### config.mk
export PLATFORM = sky130hd
export DESIGN_NAME = encrypt_round_ctrl_flat
export DESIGN_NICKNAME = d
export VERILOG_FILES = /design/src/rtl/enc_pkg.sv /design/src/rtl/encrypt_round_ctrl_if.sv /design/src/rtl/enc_round_fn.sv /design/src/rtl/encrypt_round_ctrl.sv /design/src/flat_wrapper.sv
export SDC_FILE = /design/constraint.sdc
export NUM_CORES = 1
export LEC_CHECK = 0
export ABC_AREA = 0
export BUFFER_PORTS_ARGS = -buffer_cell sky130_fd_sc_hd__buf_4
export CAP_MARGIN = 20
export CORE_AREA = 2 2 57 59
export DETAILED_ROUTE_END_ITERATION = 8
export DIE_AREA = 0 0 59 61
export GPL_TIMING_DRIVEN = 1
export PLACE_DENSITY = 0.68
export SLEW_MARGIN = 0
export SYNTH_ARGS = -nofsm -noshare
export SYNTH_HDL_FRONTEND = slang
export SYNTH_HIERARCHICAL = 1
export SYNTH_SLANG_ARGS = --single-unit
### constraint.sdc
create_clock -name clock -period 2.79 [get_ports clock]
set_input_delay 0.279 -clock clock [delete_from_list [all_inputs] [get_ports clock]]
set_output_delay 0.279 -clock clock [all_outputs]
set_load 0.02 [all_outputs]
### src/rtl/enc_pkg.sv
`default_nettype none
// ============================================================================
// Module      : enc_pkg
// Description : Shared types and helpers for the encrypt round controller:
//               FSM state encoding, round-counter width and the expansion
//               permutation used by the round function.
// Revision    : 1.0 - initial release
// ============================================================================
package enc_pkg;

  // Two-bit state register; the fourth code is unused and recovers to IDLE.
  typedef enum logic [1:0] {
    IDLE  = 2'd0,
    ROUND = 2'd1,
    DONE  = 2'd2
  } state_e;

  // Wide enough to count up to the largest legal round count (15).
  localparam int unsigned CNT_W = 4;

  // Expansion permutation: spreads the low data nibble over a full byte.
  // Only d[3:0] participates, so only that nibble is passed in.
  function automatic logic [7:0] expand(input logic [3:0] n);
    return {n[3], n[0], n[1], n[2], n[1], n[3], n[2], n[0]};
  endfunction

endpackage : enc_pkg
`default_nettype wire

### src/rtl/encrypt_round_ctrl_if.sv
`default_nettype none
// ============================================================================
// Module      : encrypt_round_ctrl_if
// Description : Input/output handshake bundle of the encrypt round controller.
//   in_valid   : number/key are valid (producer -> block)
//   in_ready   : block can accept a new byte (block -> producer)
//   number     : 8-bit plaintext byte
//   key        : 8-bit initial round key
//   out_valid  : enc_number is valid (block -> consumer)
//   out_ready  : consumer accepts the result (consumer -> block)
//   enc_number : 8-bit ciphertext byte
//   busy       : block is in ROUND or DONE
//   Modports   : slave = the controller, master = producer/consumer side.
// Revision    : 1.0 - initial release
// ============================================================================
interface encrypt_round_ctrl_if;
  logic       in_valid;
  logic       in_ready;
  logic [7:0] number;
  logic [7:0] key;
  logic       out_valid;
  logic       out_ready;
  logic [7:0] enc_number;
  logic       busy;

  modport slave (
    input  in_valid, number, key, out_ready,
    output in_ready, out_valid, enc_number, busy
  );

  modport master (
    output in_valid, number, key, out_ready,
    input  in_ready, out_valid, enc_number, busy
  );
endinterface : encrypt_round_ctrl_if
`default_nettype wire

### src/rtl/enc_round_fn.sv
`default_nettype none
// ============================================================================
// Module      : enc_round_fn
// Description : Purely combinational single encryption round.
//   d : 8-bit data in
//   k : 8-bit round key
//   q : 8-bit data after one round
// Revision    : 1.0 - initial release
// ============================================================================
module enc_round_fn
  import enc_pkg::*;
(
  input  logic [7:0] d,
  input  logic [7:0] k,
  output logic [7:0] q
);

  logic [7:0] mix;
  logic [3:0] sbox;

  assign mix  = expand(d[3:0]) ^ k;
  // 4-bit sum: the carry out of the nibble add is deliberately dropped.
  assign sbox = mix[7:4] + mix[3:0] + {3'b000, k[0]};
  // Feistel-like swap: low nibble moves up, high nibble is masked by sbox.
  assign q    = {d[3:0], d[7:4] ^ sbox};

endmodule : enc_round_fn
`default_nettype wire

### src/rtl/encrypt_round_ctrl.sv
`default_nettype none
// ============================================================================
// Module      : encrypt_round_ctrl
// Description : Iterative byte cipher controller. Accepts a plaintext byte
//               and key, applies ROUNDS rounds (one per clock) and holds the
//               ciphertext until the consumer takes it.
//   clock : rising-edge clock
//   reset : asynchronous active-high reset
//   bus   : encrypt_round_ctrl_if.slave handshake bundle
//   ROUNDS: rounds per block, legal range 1..15 (default 4)
//   Macro ENC_CTRL_KEY_ROTATE_EN: when defined the key rotates left one
//   bit after every round; otherwise the accepted key is used throughout.
// Revision    : 1.0 - initial release
// ============================================================================
module encrypt_round_ctrl
  import enc_pkg::*;
#(
  parameter int unsigned ROUNDS = 4
) (
  input  logic                  clock,
  input  logic                  reset,
  encrypt_round_ctrl_if.slave   bus
);

  // Counter value held during the final round.
  localparam logic [CNT_W-1:0] LAST_CNT = CNT_W'(ROUNDS - 1);

  state_e           state_q;
  logic [CNT_W-1:0] cnt_q;
  logic [7:0]       data_q;
  logic [7:0]       key_q;
  logic [7:0]       data_d;
  logic [7:0]       key_d;

  enc_round_fn u_round (
    .d (data_q),
    .k (key_q),
    .q (data_d)
  );

`ifdef ENC_CTRL_KEY_ROTATE_EN
  assign key_d = {key_q[6:0], key_q[7]};
`else
  assign key_d = key_q;
`endif

  always_ff @(posedge clock or posedge reset) begin
    if (reset) begin
      state_q <= IDLE;
      cnt_q   <= '0;
      data_q  <= 8'h00;
      key_q   <= 8'h00;
    end else begin
      case (state_q)
        IDLE: begin
          // Inputs are only sampled here, so in_valid outside IDLE is inert.
          if (bus.in_valid) begin
            data_q  <= bus.number;
            key_q   <= bus.key;
            cnt_q   <= '0;
            state_q <= ROUND;
          end
        end
        ROUND: begin
          data_q <= data_d;
          key_q  <= key_d;
          cnt_q  <= cnt_q + 1'b1;
          if (cnt_q == LAST_CNT) begin
            state_q <= DONE;
          end
        end
        DONE: begin
          // Going back through IDLE keeps accept and output in separate cycles.
          if (bus.out_ready) begin
            state_q <= IDLE;
          end
        end
        default: begin
          state_q <= IDLE;
        end
      endcase
    end
  end

  // Handshake flags are decoded from the state register only.
  assign bus.in_ready   = (state_q == IDLE);
  assign bus.out_valid  = (state_q == DONE);
  assign bus.busy       = (state_q == ROUND) || (state_q == DONE);
  assign bus.enc_number = data_q;

endmodule : encrypt_round_ctrl
`default_nettype wire

### src/flat_wrapper.sv
// flat-port wrapper written by rule: the top's interface ports become plain ports
module encrypt_round_ctrl_flat import enc_pkg::*;
#(
  parameter int unsigned ROUNDS = 4
)
  (clock, reset, bus_in_valid, bus_number, bus_key, bus_out_ready, bus_in_ready, bus_out_valid, bus_enc_number, bus_busy);
  encrypt_round_ctrl_if bus_i ();
  input  logic clock;
  input  logic reset;
  input wire logic [$bits(bus_i.in_valid)-1:0] bus_in_valid;
  input wire logic [$bits(bus_i.number)-1:0] bus_number;
  input wire logic [$bits(bus_i.key)-1:0] bus_key;
  input wire logic [$bits(bus_i.out_ready)-1:0] bus_out_ready;
  output wire logic [$bits(bus_i.in_ready)-1:0] bus_in_ready;
  output wire logic [$bits(bus_i.out_valid)-1:0] bus_out_valid;
  output wire logic [$bits(bus_i.enc_number)-1:0] bus_enc_number;
  output wire logic [$bits(bus_i.busy)-1:0] bus_busy;
  assign bus_i.in_valid = bus_in_valid;
  assign bus_i.number = bus_number;
  assign bus_i.key = bus_key;
  assign bus_i.out_ready = bus_out_ready;
  assign bus_in_ready = bus_i.in_ready;
  assign bus_out_valid = bus_i.out_valid;
  assign bus_enc_number = bus_i.enc_number;
  assign bus_busy = bus_i.busy;
  encrypt_round_ctrl #(.ROUNDS(ROUNDS)) u_core (.clock(clock), .reset(reset), .bus(bus_i));
endmodule
==> out/qor.txt <==
post-cts gate resize count: 0
Via Count: 1097
post-placement setup slack: 682 ps
Initial DRC Count: 33
hold_buf cts: 0
status: finished clean
most frequent cells in the layout: buf_4 (32), dfrtp_1 (22), mux2_2 (16), o22ai_1 (16)
WL per Instance: 15.2 um
initial antenna violation count: 0
Layout Cells excl Fill: 192
FF+latch count, synth: 22
clk slew on worst S/H paths: 140 ps
Synth Cell Area: 1410 sq um
Max Buffers Root-to-Sink: 2
total CTS buffers: 3
Critical R2R Launch: u_core/bus.enc_number[0]
post-layout net count: 187
synthesized instance count: 135
CTS tree: done
count of final setup violators: 0
Period Utilization, post-route: 76.7%
# clock sinks: 22
share of cells above drive strength 1: 34.0%
Worst path max stage delay: 510 ps
worst vdd ir: 0.741 mV
Top delay family on crit path: compound AO/OA/AOI/OAI gates
max_cap viols: 0
Final WS setup: 649 ps
placed cell count: 188
clk_lat worst skew: 320 ps
Async S/R FF share, synth: 100%
critical path peak fanout: 9
pin count of the biggest net entering global routing: 23
Ys Warns: 6
GRT Total Usage: 18.2%
Pins Over Slew Limit: 0
Starting Density: 47.8%
post-route ant nets: 0
setup TNS: 0 ps
Buffers & Inverters on Critical Path: 0
DR DRC count: 0
sequential share of the synthesized area: 39.0%
ys flop type: dfrtp_1
EDFF count, synth: 0
max frequency: 467 MHz
global-route wire length before repair: 4980 um
Port Buf Inserts: 30
number of diodes: 0
Final Hold Viols: 0
worst path cell trace: xor2_1 -> ha_1 -> a21o_1 -> a31oi_1 -> xnor2_1 -> mux2_2 -> o22ai_1 -> a21oi_1
DP HPWL: 2120 um
worst flop-to-flop path endpoint: u_core/bus.enc_number[3]
Worst Path Class, Setup: register to register
commonest non-fill, non-tap cell in the layout: buf_4
core area: 2950 sq um
Layout area overhead: 18.9%
vias per cell: 5.71
# IOs: 31
drt total wl: 2910 um
CP endpoint kind: register
Worst Skew: 18.6 ps
crit path DAT: 2330 ps
crit path launch: u_core/bus.enc_number[0]
Required @ worst endpoint: 2980 ps
flop2flop setup slack: 650 ps
unrepaired setup endpoints after global routing: false
root buf cell: clkbuf_4
startpoint types: register
vias in the first global route: 1101
Die Area: 3600 sq um
worst hold path type: primary input to async pin
Final Critical Period: 2140 ps
drt first pass iters: 4
hold_ws: 130 ps
Max H-tree Level: 1
DIE WIDTH: 59 um
Synth cell types: 34
Final GP Congestion: 0.762
Crit-path slowest cell: dfrtp_1
Syn Nets: 162
Power Density: 1590 nW/um^2
syn_area_per_cell: 10.4 sq um
filler cell count: 273
Slew HR: 41.3%
reg2reg path depth: 8
leakage: 0.719 nW
row count: 20
Worst Tran Pin Value: 880 ps
Die Ht: 61 um
GRT Residual Overflow: 0
Setup Buffers After CTS: 0
-- stage by stage --
stage / utilization, % / cell area [sq um] / total power, mW
after floorplan: - / 1410 / 2.07
after global placement: 55.0 / 1620 / 2.33
after detailed placement: 55.0 / 1620 / 2.42
after CTS: 56.8 / 1680 / 2.67
after global routing: 56.8 / 1680 / 2.91
final: 56.8 / 1680 / 2.67
-- final cells by class --
type	count	area [sq um]	share of cell area, %
Multi-Input combinational cell	97	777	46.3
Sequential cell	22	551	32.8
Timing Repair Buffer	32	240	14.3
Tap cell	33	41.3	2.46
Clock inverter	1	30.0	1.79
Clock buffer	3	22.5	1.34
Inverter	4	15.0	0.896
-- layer usage --
metal	vias up	global-route usage, %	routed length (um)
met3	2	2.56	143
li1	535	-	-
met5	-	0	0
met2	28	28.9	1340
met1	532	25.8	1410
met4	0	5.84	15
-- synthesized netlist by cell type, types with 2 or more instances --
cell type   n  area, sq um
nand2b_1    3         18.8
nor2b_1     2         12.5
inv_1       4         15.0
xor2_1      6         52.6
ha_1        6         75.1
buf_4       5         37.5
dfrtp_1    22          551
nor2_1      4         15.0
o21ai_0     4         20.0
mux2_2     16          180
nand2_1     3         11.3
clkbuf_1    3         11.3
xnor2_1    10         87.6
a21oi_1    10         50.1
buf_2       3         15.0
o22ai_1    16          100
-- worst register-to-register path: cells and delay by family (launching register included) --
| family | cells | cell delay, ps |
|---|---|---|
| muxes | 1 | 270 |
| adders and majority gates | 1 | 340 |
| AOI/OAI and AO/OA | 4 | 590 |
| DFF | 1 | 510 |
| xor gates and xnor gates | 2 | 320 |
-- state kept, by name (all words and copies together) (netlist names) --
register,cells
u_core/bus.enc_number,8
u_core/cnt_q,4
u_core/key_d,8
u_core/state_q,2
-- logic make-up after synthesis --
family	Yosys count	synth area share, %
xor gates and xnor gates	16	9.94
buffers and inverters	16	5.86
and+or+nand+nor	17	6.48
AOI/OAI and AO/OA	39	17.7
DFF	22	39.0
muxes	18	14.3
adders and majority gates	7	6.74
-- power by group --
part / switching, mW / leakage, nW / internal [mW]
Combinational: 0.856 / 0.431 / 0.903
Sequential: 0.183 / 0.260 / 0.480
Clock: 0.103 / 0.0279 / 0.145
-- worst max-delay path by stage --
stage / cells after the start / end
3_3_place_gp: 7 / u_core/bus.enc_number[1]
3_5_place_dp: 7 / u_core/bus.enc_number[1]
6_report: 8 / u_core/bus.enc_number[3]
2_1_floorplan: 7 / u_core/bus.enc_number[1]
4_1_cts: 7 / u_core/bus.enc_number[1]
5_1_grt: 7 / u_core/bus.enc_number[1]
(Power assumes the default switching activity.)
